[src/rtl/apb4_slave_pkg.sv]
// Shared types and helpers for the APB4 wait-state completer: FSM states,
// LFSR constants and the address decode used at the setup edge.
package apb4_slave_pkg;

    typedef enum logic {IDLE, ACCESS} state_e;

    localparam logic [15:0] LFSR_SEED = 16'hACE1;
    // Feedback taps 16,14,13,11 expressed as bit positions 15,13,12,10
    localparam logic [15:0] LFSR_TAPS = 16'hB400;

    typedef struct packed {
        logic        err;
        logic [29:0] idx;
    } decode_t;

    function automatic decode_t decode(input logic [31:0] paddr,
                                       input logic        pwrite,
                                       input logic [31:0] baseAddr,
                                       input logic [31:0] sizeBytes);
        decode_t     res;
        logic [31:0] off;
        off     = paddr - baseAddr;
        res.idx = off[31:2];
        res.err = (paddr[1:0] != 2'b00) || (off >= sizeBytes) ||
                  (pwrite && (off[31:2] == 30'd0));
        return res;
    endfunction

endpackage

[src/rtl/apb_wait_lfsr.sv]
// Free-running 16-bit Fibonacci LFSR used as the source of random wait counts.
module apb_wait_lfsr
    import apb4_slave_pkg::*;
(
    input  logic        HCLK,
    input  logic        HRESETn,
    output logic [15:0] lfsr_o
);

    logic [15:0] lfsr_q;
    logic [15:0] lfsr_d;

    always_comb begin
        lfsr_d = {lfsr_q[14:0], ^(lfsr_q & LFSR_TAPS)};
    end

    always_ff @(posedge HCLK or negedge HRESETn) begin
        if (!HRESETn) begin
            lfsr_q <= LFSR_SEED;
        end else begin
            lfsr_q <= lfsr_d;
        end
    end

    assign lfsr_o = lfsr_q;

endmodule

[src/rtl/apb4_wait_state_slave.sv]
// APB4 completer with a word register bank, fixed or random wait states,
// error responses and saturating write/error counters.
module apb4_wait_state_slave
    import apb4_slave_pkg::*;
#(
    parameter int          NUM_REGS    = 16,
    parameter logic [31:0] BASE_ADDR   = 32'h0000_0000,
    parameter int          WAIT_MODE   = 0,
    parameter int          WAIT_CYCLES = 2,
    parameter int          MAX_WAIT    = 7,
    parameter logic [31:0] ID_VALUE    = 32'hA5B4_0001
) (
    input  logic        HCLK,
    input  logic        HRESETn,
    input  logic [31:0] PADDR,
    input  logic [31:0] PWDATA,
    input  logic        PWRITE,
    input  logic        PSEL,
    input  logic        PENABLE,
    input  logic [3:0]  PSTRB,
    output logic [31:0] PRDATA,
    output logic        PSLVERROR,
    output logic        PREADY,
    output logic [15:0] wr_count,
    output logic [7:0]  err_count
);

    localparam int IDX_W = (NUM_REGS > 1) ? $clog2(NUM_REGS) : 1;
    localparam int CNT_W = (MAX_WAIT > 0) ? $clog2(MAX_WAIT + 1) : 1;

    state_e            state_q, state_d;
    logic [CNT_W-1:0]  cnt_q, cnt_d;
    logic              err_q, err_d;
    logic              write_q, write_d;
    logic [IDX_W-1:0]  idx_q, idx_d;
    logic [31:0]       wdata_q, wdata_d;
    logic [3:0]        strb_q, strb_d;
    logic [15:0]       wrCount_q, wrCount_d;
    logic [7:0]        errCount_q, errCount_d;
    logic [31:0]       regs_q [NUM_REGS];
    logic [31:0]       regs_d [NUM_REGS];

    logic [15:0]       lfsr;
    logic [CNT_W-1:0]  waitLoad;
    logic              ready;
    decode_t           dec;
    logic [31:0]       rdVal;

    apb_wait_lfsr u_lfsr (
        .HCLK    (HCLK),
        .HRESETn (HRESETn),
        .lfsr_o  (lfsr)
    );

    assign waitLoad = (WAIT_MODE == 0) ? CNT_W'(WAIT_CYCLES) : CNT_W'(lfsr & 16'(MAX_WAIT));
    assign dec      = decode(PADDR, PWRITE, BASE_ADDR, 32'(NUM_REGS * 4));

    // Ready depends only on registered state so the bridge never sees a combinational path
    assign ready    = (state_q == ACCESS) && (cnt_q == '0);
    assign rdVal    = (idx_q == '0) ? ID_VALUE : regs_q[idx_q];

    assign PREADY    = ready;
    assign PSLVERROR = ready && err_q;
    assign PRDATA    = (ready && !err_q && !write_q) ? rdVal : 32'h0;
    assign wr_count  = wrCount_q;
    assign err_count = errCount_q;

    always_comb begin
        state_d    = state_q;
        cnt_d      = cnt_q;
        err_d      = err_q;
        write_d    = write_q;
        idx_d      = idx_q;
        wdata_d    = wdata_q;
        strb_d     = strb_q;
        wrCount_d  = wrCount_q;
        errCount_d = errCount_q;
        regs_d     = regs_q;

        case (state_q)
            IDLE: begin
                if (PSEL && !PENABLE) begin
                    err_d   = dec.err;
                    idx_d   = IDX_W'(dec.idx);
                    write_d = PWRITE;
                    wdata_d = PWDATA;
                    strb_d  = PSTRB;
                    cnt_d   = waitLoad;
                    state_d = ACCESS;
                end
            end
            ACCESS: begin
                if (!PSEL) begin
                    state_d = IDLE;
                end else if (PENABLE && ready) begin
                    state_d = IDLE;
                    if (err_q) begin
                        if (errCount_q != 8'hFF) errCount_d = errCount_q + 8'd1;
                    end else if (write_q) begin
                        for (int b = 0; b < 4; b++) begin
                            if (strb_q[b]) regs_d[idx_q][8*b +: 8] = wdata_q[8*b +: 8];
                        end
                        if (wrCount_q != 16'hFFFF) wrCount_d = wrCount_q + 16'd1;
                    end
                end else if (cnt_q != '0) begin
                    cnt_d = cnt_q - 1'b1;
                end
            end
            default: state_d = IDLE;
        endcase
    end

    always_ff @(posedge HCLK or negedge HRESETn) begin
        if (!HRESETn) begin
            state_q    <= IDLE;
            cnt_q      <= '0;
            err_q      <= 1'b0;
            write_q    <= 1'b0;
            idx_q      <= '0;
            wdata_q    <= '0;
            strb_q     <= '0;
            wrCount_q  <= '0;
            errCount_q <= '0;
            for (int i = 0; i < NUM_REGS; i++) regs_q[i] <= '0;
        end else begin
            state_q    <= state_d;
            cnt_q      <= cnt_d;
            err_q      <= err_d;
            write_q    <= write_d;
            idx_q      <= idx_d;
            wdata_q    <= wdata_d;
            strb_q     <= strb_d;
            wrCount_q  <= wrCount_d;
            errCount_q <= errCount_d;
            regs_q     <= regs_d;
        end
    end

endmodule
[config.mk]
export PLATFORM = sky130hd
export DESIGN_NAME = apb4_wait_state_slave
export DESIGN_NICKNAME = d
export VERILOG_FILES = /design/src/rtl/apb4_slave_pkg.sv /design/src/rtl/apb_wait_lfsr.sv /design/src/rtl/apb4_wait_state_slave.sv
export SDC_FILE = /design/constraint.sdc
export NUM_CORES = 1
export LEC_CHECK = 0
export ABC_AREA = 1
export CORE_MARGIN = 2
export CORE_UTILIZATION = 50
export CTS_CLUSTER_DIAMETER = 120
export DETAILED_ROUTE_END_ITERATION = 10
export PLACE_DENSITY_LB_ADDON = 0.1
export SYNTH_ARGS = -nofsm -noshare
export SYNTH_HDL_FRONTEND = slang
export SYNTH_SLANG_ARGS = --single-unit
[constraint.sdc]
create_clock -name HCLK -period 3 [get_ports HCLK]
set_clock_uncertainty 0.2 [all_clocks]
set_input_delay 0.6 -clock HCLK [delete_from_list [all_inputs] [get_ports HCLK]]
set_output_delay 0.6 -clock HCLK [all_outputs]
set_load 0.005 [all_outputs]
# Yosys cells after proc, flatten, opt, wreduce, memory -nomap -nowiden
# Index checks and enable logic that the tools add are counted.
dict set report word_totals {
  inputBits 73
  output_inout_bits 58
  ff_bits 582
}
dict set report op_classes {
  magnitude_cmp 3
  addsub 3
  n_mux 45
  n_bitwise 3
  n_eq_ne 6
  reduce_logical 23
}
# operator n
set op_table {}
lappend op_table {{$mux W512} 19}
lappend op_table {{$bwmux W512} 4}
lappend op_table {{$demux W32 S4} 4}
lappend op_table {{$mux W32} 5}
lappend op_table {{$bmux W32 S4} 1}
lappend op_table {{$ge A32 B7 Y1 const B} 1}
lappend op_table {{$logic_not A30 Y1} 1}
lappend op_table {{$mux W24} 1}
lappend op_table {{$add A16 B1 Y16 const B} 1}
lappend op_table {{$mux W16} 1}
lappend op_table {{$ne A16 B16 Y1 const B} 1}
lappend op_table {{$mux W3} 4}
lappend op_table {{$reduce_and A5 Y1} 2}
lappend op_table {{$add A8 B1 Y8 const B} 1}
lappend op_table {{$logic_and A1 B1 Y1} 8}
lappend op_table {{$mux W8} 1}
lappend op_table {{$ne A8 B8 Y1 const B} 1}
lappend op_table {{$ne A2 B2 Y1 const B} 3}
lappend op_table {{$pmux W3 S2} 1}
lappend op_table {{$reduce_and A6 Y1} 1}
lappend op_table {{$ge A5 B5 Y1 const B} 1}
lappend op_table {{$lt A5 B1 Y1 const B} 1}
lappend op_table {{$not A4 Y5} 1}
lappend op_table {{$logic_not A4 Y1} 1}
lappend op_table {{12 further kinds} 18}

# Logic depth before layout (Yosys ltp)
dict set report logic_depth {
  depth_word 28
  depth_mapped 14
  ltp_nobuf 12
}

# Least setup slack after synthesis
# No wires, ideal clock.
dict set report synth_path {
  path_type {register to output}
  start {register idx_q[0]}
  end {output port PRDATA[13]}
  path_buffers 2
  stages_incl_launch_ff 10
  slack_ns 0.707
  arrival_ns 1.493
  cell_sequence {dfrtp_1 > nor2_1 > clkbuf_1 > clkbuf_1 > nand2_1 > nand3_1 > nand2_1 > nand2_1 > nor2_1 > nor2_1}
}
dict set report synth_between {
  elab_chain_cells 6
  word_cells_on_any_way 7
  classes_between {mux (5); bitwise (1); reduce/logical (1)}
}
# item line_no
set synth_rtl {}
lappend synth_rtl {{start: declaration} apb4_wait_state_slave.sv:35} ;# logic [IDX_W-1:0] idx_q, idx_d;
lappend synth_rtl {{start signal: assignment} apb4_wait_state_slave.sv:130} ;# idx_q <= idx_d;
lappend synth_rtl {{$not A4 Y5 (implied by the code)} apb4_wait_state_slave.sv:60} ;# assign rdVal = (idx_q == '0) ? ID_VALUE : regs_q[idx_q];
lappend synth_rtl {{$bmux W32 S4} apb4_wait_state_slave.sv:60}
lappend synth_rtl {{$mux W32 (implied by the code) (2 in series)} apb4_wait_state_slave.sv:60}
lappend synth_rtl {{$mux W32 *} apb4_wait_state_slave.sv:60}
lappend synth_rtl {{$mux W32 *} apb4_wait_state_slave.sv:64} ;# assign PRDATA = (ready && !err_q && !write_q) ? rdVal : 32'h0;
lappend synth_rtl {{end: declaration} apb4_wait_state_slave.sv:21} ;# output logic [31:0] PRDATA,
# Mark *: on every way between the ends. The rest lies on a longest branch, timed or not. The select of a mux whose other input is x is not followed.

# Worst setup path after layout
dict set report layout_path {
  start {register idx_q[0]}
  end {output port PRDATA[7]}
}
# Same word-level chain as after synthesis.

==> summary.txt <==
Status - finished, violations left
Failing checks - setup timing
Setup Crit Path Kind - reg -> out
Maximum clock rate - 0.307 GHz
Syn_area_per_cell - 7.93 sq um
Clk slew on worst S/H paths - 0.06 ns
Final WL - 78.1 mm
Synth area leader - dfrtp_1
Seq cells post-synth - 574
GPL Wtd Cong - 0.861
Worst EP arrival - 2.46 ns
Row Count - 84
Root Buffer - clkbuf_16
CP Capture Type - primary output
Final worst setup slack - -0.259 ns
Tot GR Track Use - 28.6%
Drc violations - 0
RSZ-0062 raised after global routing - yes
VDD IR max - 0.499 mV
Die Y - 234 microns
Total die area - 54700 sq um
Total clock sinks - 574
# diodes - 0
Leak pwr - 15.9 nW
Post-Syn Instances - 3332
Worst hold endpoint - regs_q[484]$_DFFE_PN0P_
Multiplexer area fraction after synthesis - 0%
Tightest Hold Check Type - reg -> reg
CTS H-tree depth - 2
Leading post-synthesis cells by cell area - dfrtp_1 54%, nand2_1 22%, o21ai_1 7.0%
Number of global-route vias before repair - 22200
Global-route wire length before repair - 122 mm
R2R depth - 13
Die width - 234 microns
CTS tree - built
Synth Area in XOR/XNOR - 0.629%
CP Data Required Time - 2.20 ns
Later-pin clock latency in the skew report - 0.64 ns
Vias per Instance - 5.42
CP Max Fanout - 17
Detail Route Antenna Nets - 0
IO buf count - 130
Sequential share of the synthesized area - 54.3%
IO Pins - 131
Reg2reg start - cnt_q[1]$_DFFE_PN0P_
Crit path cell chain - clkinv_8, buf_16, buf_12, nand2_1, a21oi_1, o21ai_1, nand2_1, nor2_4, nor2_4, buf_2
Final worst path period need - 3.26 ns
Placeable Area - 52400 sq um
Slew Limit Fails - 0
Slowest library cell on the worst path - dfrtp_4
Crit path largest cell delay - 0.54 ns
Synthesized area - 26400 sq um
Net Count, Synth - 3409
FF-to-FF setup slack - 0.20 ns
Setup Viol. Count Final - 32
Share of post-route cells with drive strength above 1 - 14.3%
Synth Area in Compound Gates - 11.6%
Hpwl dp - 47.1 mm
Area share of the largest cell type after synthesis - 54.3%
Initial DRC count - 2111
CP Launch Type - flip-flop
Rel. slew slack - 50.1%
Cts bufs inserted - 61
Maxcap violations - 0
GR Overflow Total - 0
Pin count of the biggest net entering global routing - 87
Setup TNS - -6.00 ns
Initial Util - 50.4%
Placed instance area - 29000 sq um
Cell variety after synth - 30
Final Cell Area - 32500 sq um
Vias after detailed routing - 23000
Largest family of logic cells by synthesized area - simple AND/OR/NAND/NOR gates
CTS max path bufs - 3
WHS Path Cells - 2
Total Nets Final - 3579
Post-Synth Adder-Cell Area - 0.189%
DRT Pass-1 Iters - 7
Post-DR wirelength/cell - 18.4 microns
Multi-input gate area - 11400 sq um
Tcrit/Tclk final - 109%
Power Density - 590 nW/um^2
Synthesis Warnings - 0
Worst Max-Slew Pin Slew - 0.747 ns
Hold Startpoint - regs_q[484]$_DFFE_PN0P_
Synth Area in Simple Gates - 28.4%
Fillers - 4577
Final Hold Vio Count - 0
Storage cell area - 14400 sq um
Antenna violations before repair - 0
RR Endpoint - regs_q[482]$_DFFE_PN0P_
Area Growth Syn to Fin - 22.8%
[cells in the final DEF (no fill, tap or decap), drive strengths merged, types with 3 or more instances in the layout]
| master | Yosys | routed |
|---|---|---|
| a21oi | 30 | 30 |
| buf | 72 | 191 |
| clkbuf | 123 | 108 |
| clkdlybuf4s50 | 0 | 95 |
| clkinv | 1 | 11 |
| clkinvlp | 0 | 3 |
| dfrtp | 574 | 574 |
| ha | 4 | 4 |
| inv | 74 | 74 |
| nand2 | 1595 | 1595 |
| nand3 | 117 | 117 |
| nor2 | 126 | 126 |
| nor3 | 7 | 7 |
| o21ai | 582 | 582 |
| or2 | 3 | 3 |
| xnor2 | 6 | 6 |
| xor2 | 13 | 13 |
[synthesized netlist by cell type]
cell type and count:
ha_1 4, xnor2_1 6, inv_4 1, nor3_1 7, inv_2 5, buf_1 10, clkinv_1 1, o21ai_0 210
nor2_1 110, a21oi_1 30, inv_1 68, nand2_2 1, nor2_8 4, o21ai_1 372, o211ai_1 1, clkbuf_1 123
nand2_1 1555, buf_8 2, buf_2 36, nand2_4 39, or2_2 3, nor2_2 10, o22ai_1 1, nor4_1 1
dfrtp_1 574, nand4_1 2, nor2_4 2, nand3_1 117, xor2_1 13, buf_6 24
[routing by layer]
| metal | part of all wire (%) | up-vias | wire (microns) | track usage [%] |
|---|---|---|---|---|
| li1 | - | 11000 | - | - |
| met1 | 44 | 11100 | 34000 | 39.5 |
| met2 | 47 | 693 | 36600 | 45.9 |
| met3 | 5.8 | 173 | 4520 | 3.96 |
| met4 | 3.7 | 0 | 2920 | 11.3 |
| met5 | 0 | - | 0 | 0 |
[power breakdown]
group	total [W]	switching, W	internal (W)
Clock	0.00739	0.00310	0.00429
Sequential	0.00801	0.0000955	0.00791
Combinational	0.00377	0.00253	0.00124
[worst max path at each step]
stage	endpoint	slack, ns	cells after the start	start
floorplan	PRDATA[13]	0.71	9	idx_q[0]$_DFFE_PN0P_
detailed placement	PRDATA[21]	-0.20	10	cnt_q[1]$_DFFE_PN0P_
finish	PRDATA[7]	-0.26	10	idx_q[0]$_DFFE_PN0P_
global route	PRDATA[2]	-0.31	10	idx_q[0]$_DFFE_PN0P_
global placement	PRDATA[21]	-0.14	10	cnt_q[1]$_DFFE_PN0P_
CTS	PRDATA[17]	-0.37	11	cnt_q[1]$_DFFE_PN0P_
[kinds of logic after synthesis]
group,Yosys count
AOI/OAI and AO/OA,614
xor gates and xnor gates,19
adders and majority gates,4
buffers and inverters,270
DFF,574
and+or+nand+nor,1851
[per-stage QoR]
step | cells | worst slack, ns | hold WS [ns] | util (%) | total power [W]
global placement | 4070 | -0.141 | 0.265 | 55.2 | 0.0110
finish | 4238 | -0.259 | 0.283 | 61.9 | 0.0192
floorplan | 3332 | 0.707 | 0.104 | - | 0.00951
detailed placement | 4070 | -0.198 | 0.273 | 55.2 | 0.0111
global route | 4238 | -0.315 | 0.300 | 61.9 | 0.0198
CTS | 4214 | -0.372 | 0.288 | 60.3 | 0.0189
[state kept, by name, summed over array words and instances (netlist names), 3 cells and up]
register	flops
wdata_q	32
idx_q	4
strb_q	4
wr_count	16
cnt_q	3
err_count	8
regs_q	504
[worst max-delay path: cells and delay by family, from the launching register on]
| kind | cells | cell delay [ns] |
|---|---|---|
| buffers and inverters | 4 | 0.61 |
| and+or+nand+nor | 4 | 0.39 |
| DFF | 1 | 0.54 |
| AOI/OAI and AO/OA | 2 | 0.28 |
[area by class of cell]
| cell class | count | area share (%) |
|---|---|---|
| Clock buffer | 97 | 5.71 |
| Clock inverter | 14 | 0.339 |
| Inverter | 75 | 0.975 |
| Multi-Input combinational cell | 2488 | 35.2 |
| Sequential cell | 574 | 44.3 |
| Tap cell | 688 | 2.65 |
| Timing Repair Buffer | 302 | 10.8 |
[timing repair]
action / in CTS / in global routing
gates resized for setup: 236 / 168
hold buffers: 1 / 0
endpoints found under the setup margin: 33 / 37
cloned: 10 / 11
buffers inserted: 22 / 16
pin swaps: 43 / 68
endpoints found under the hold margin: 40 / 0
Power figures use the tool's default switching activity.
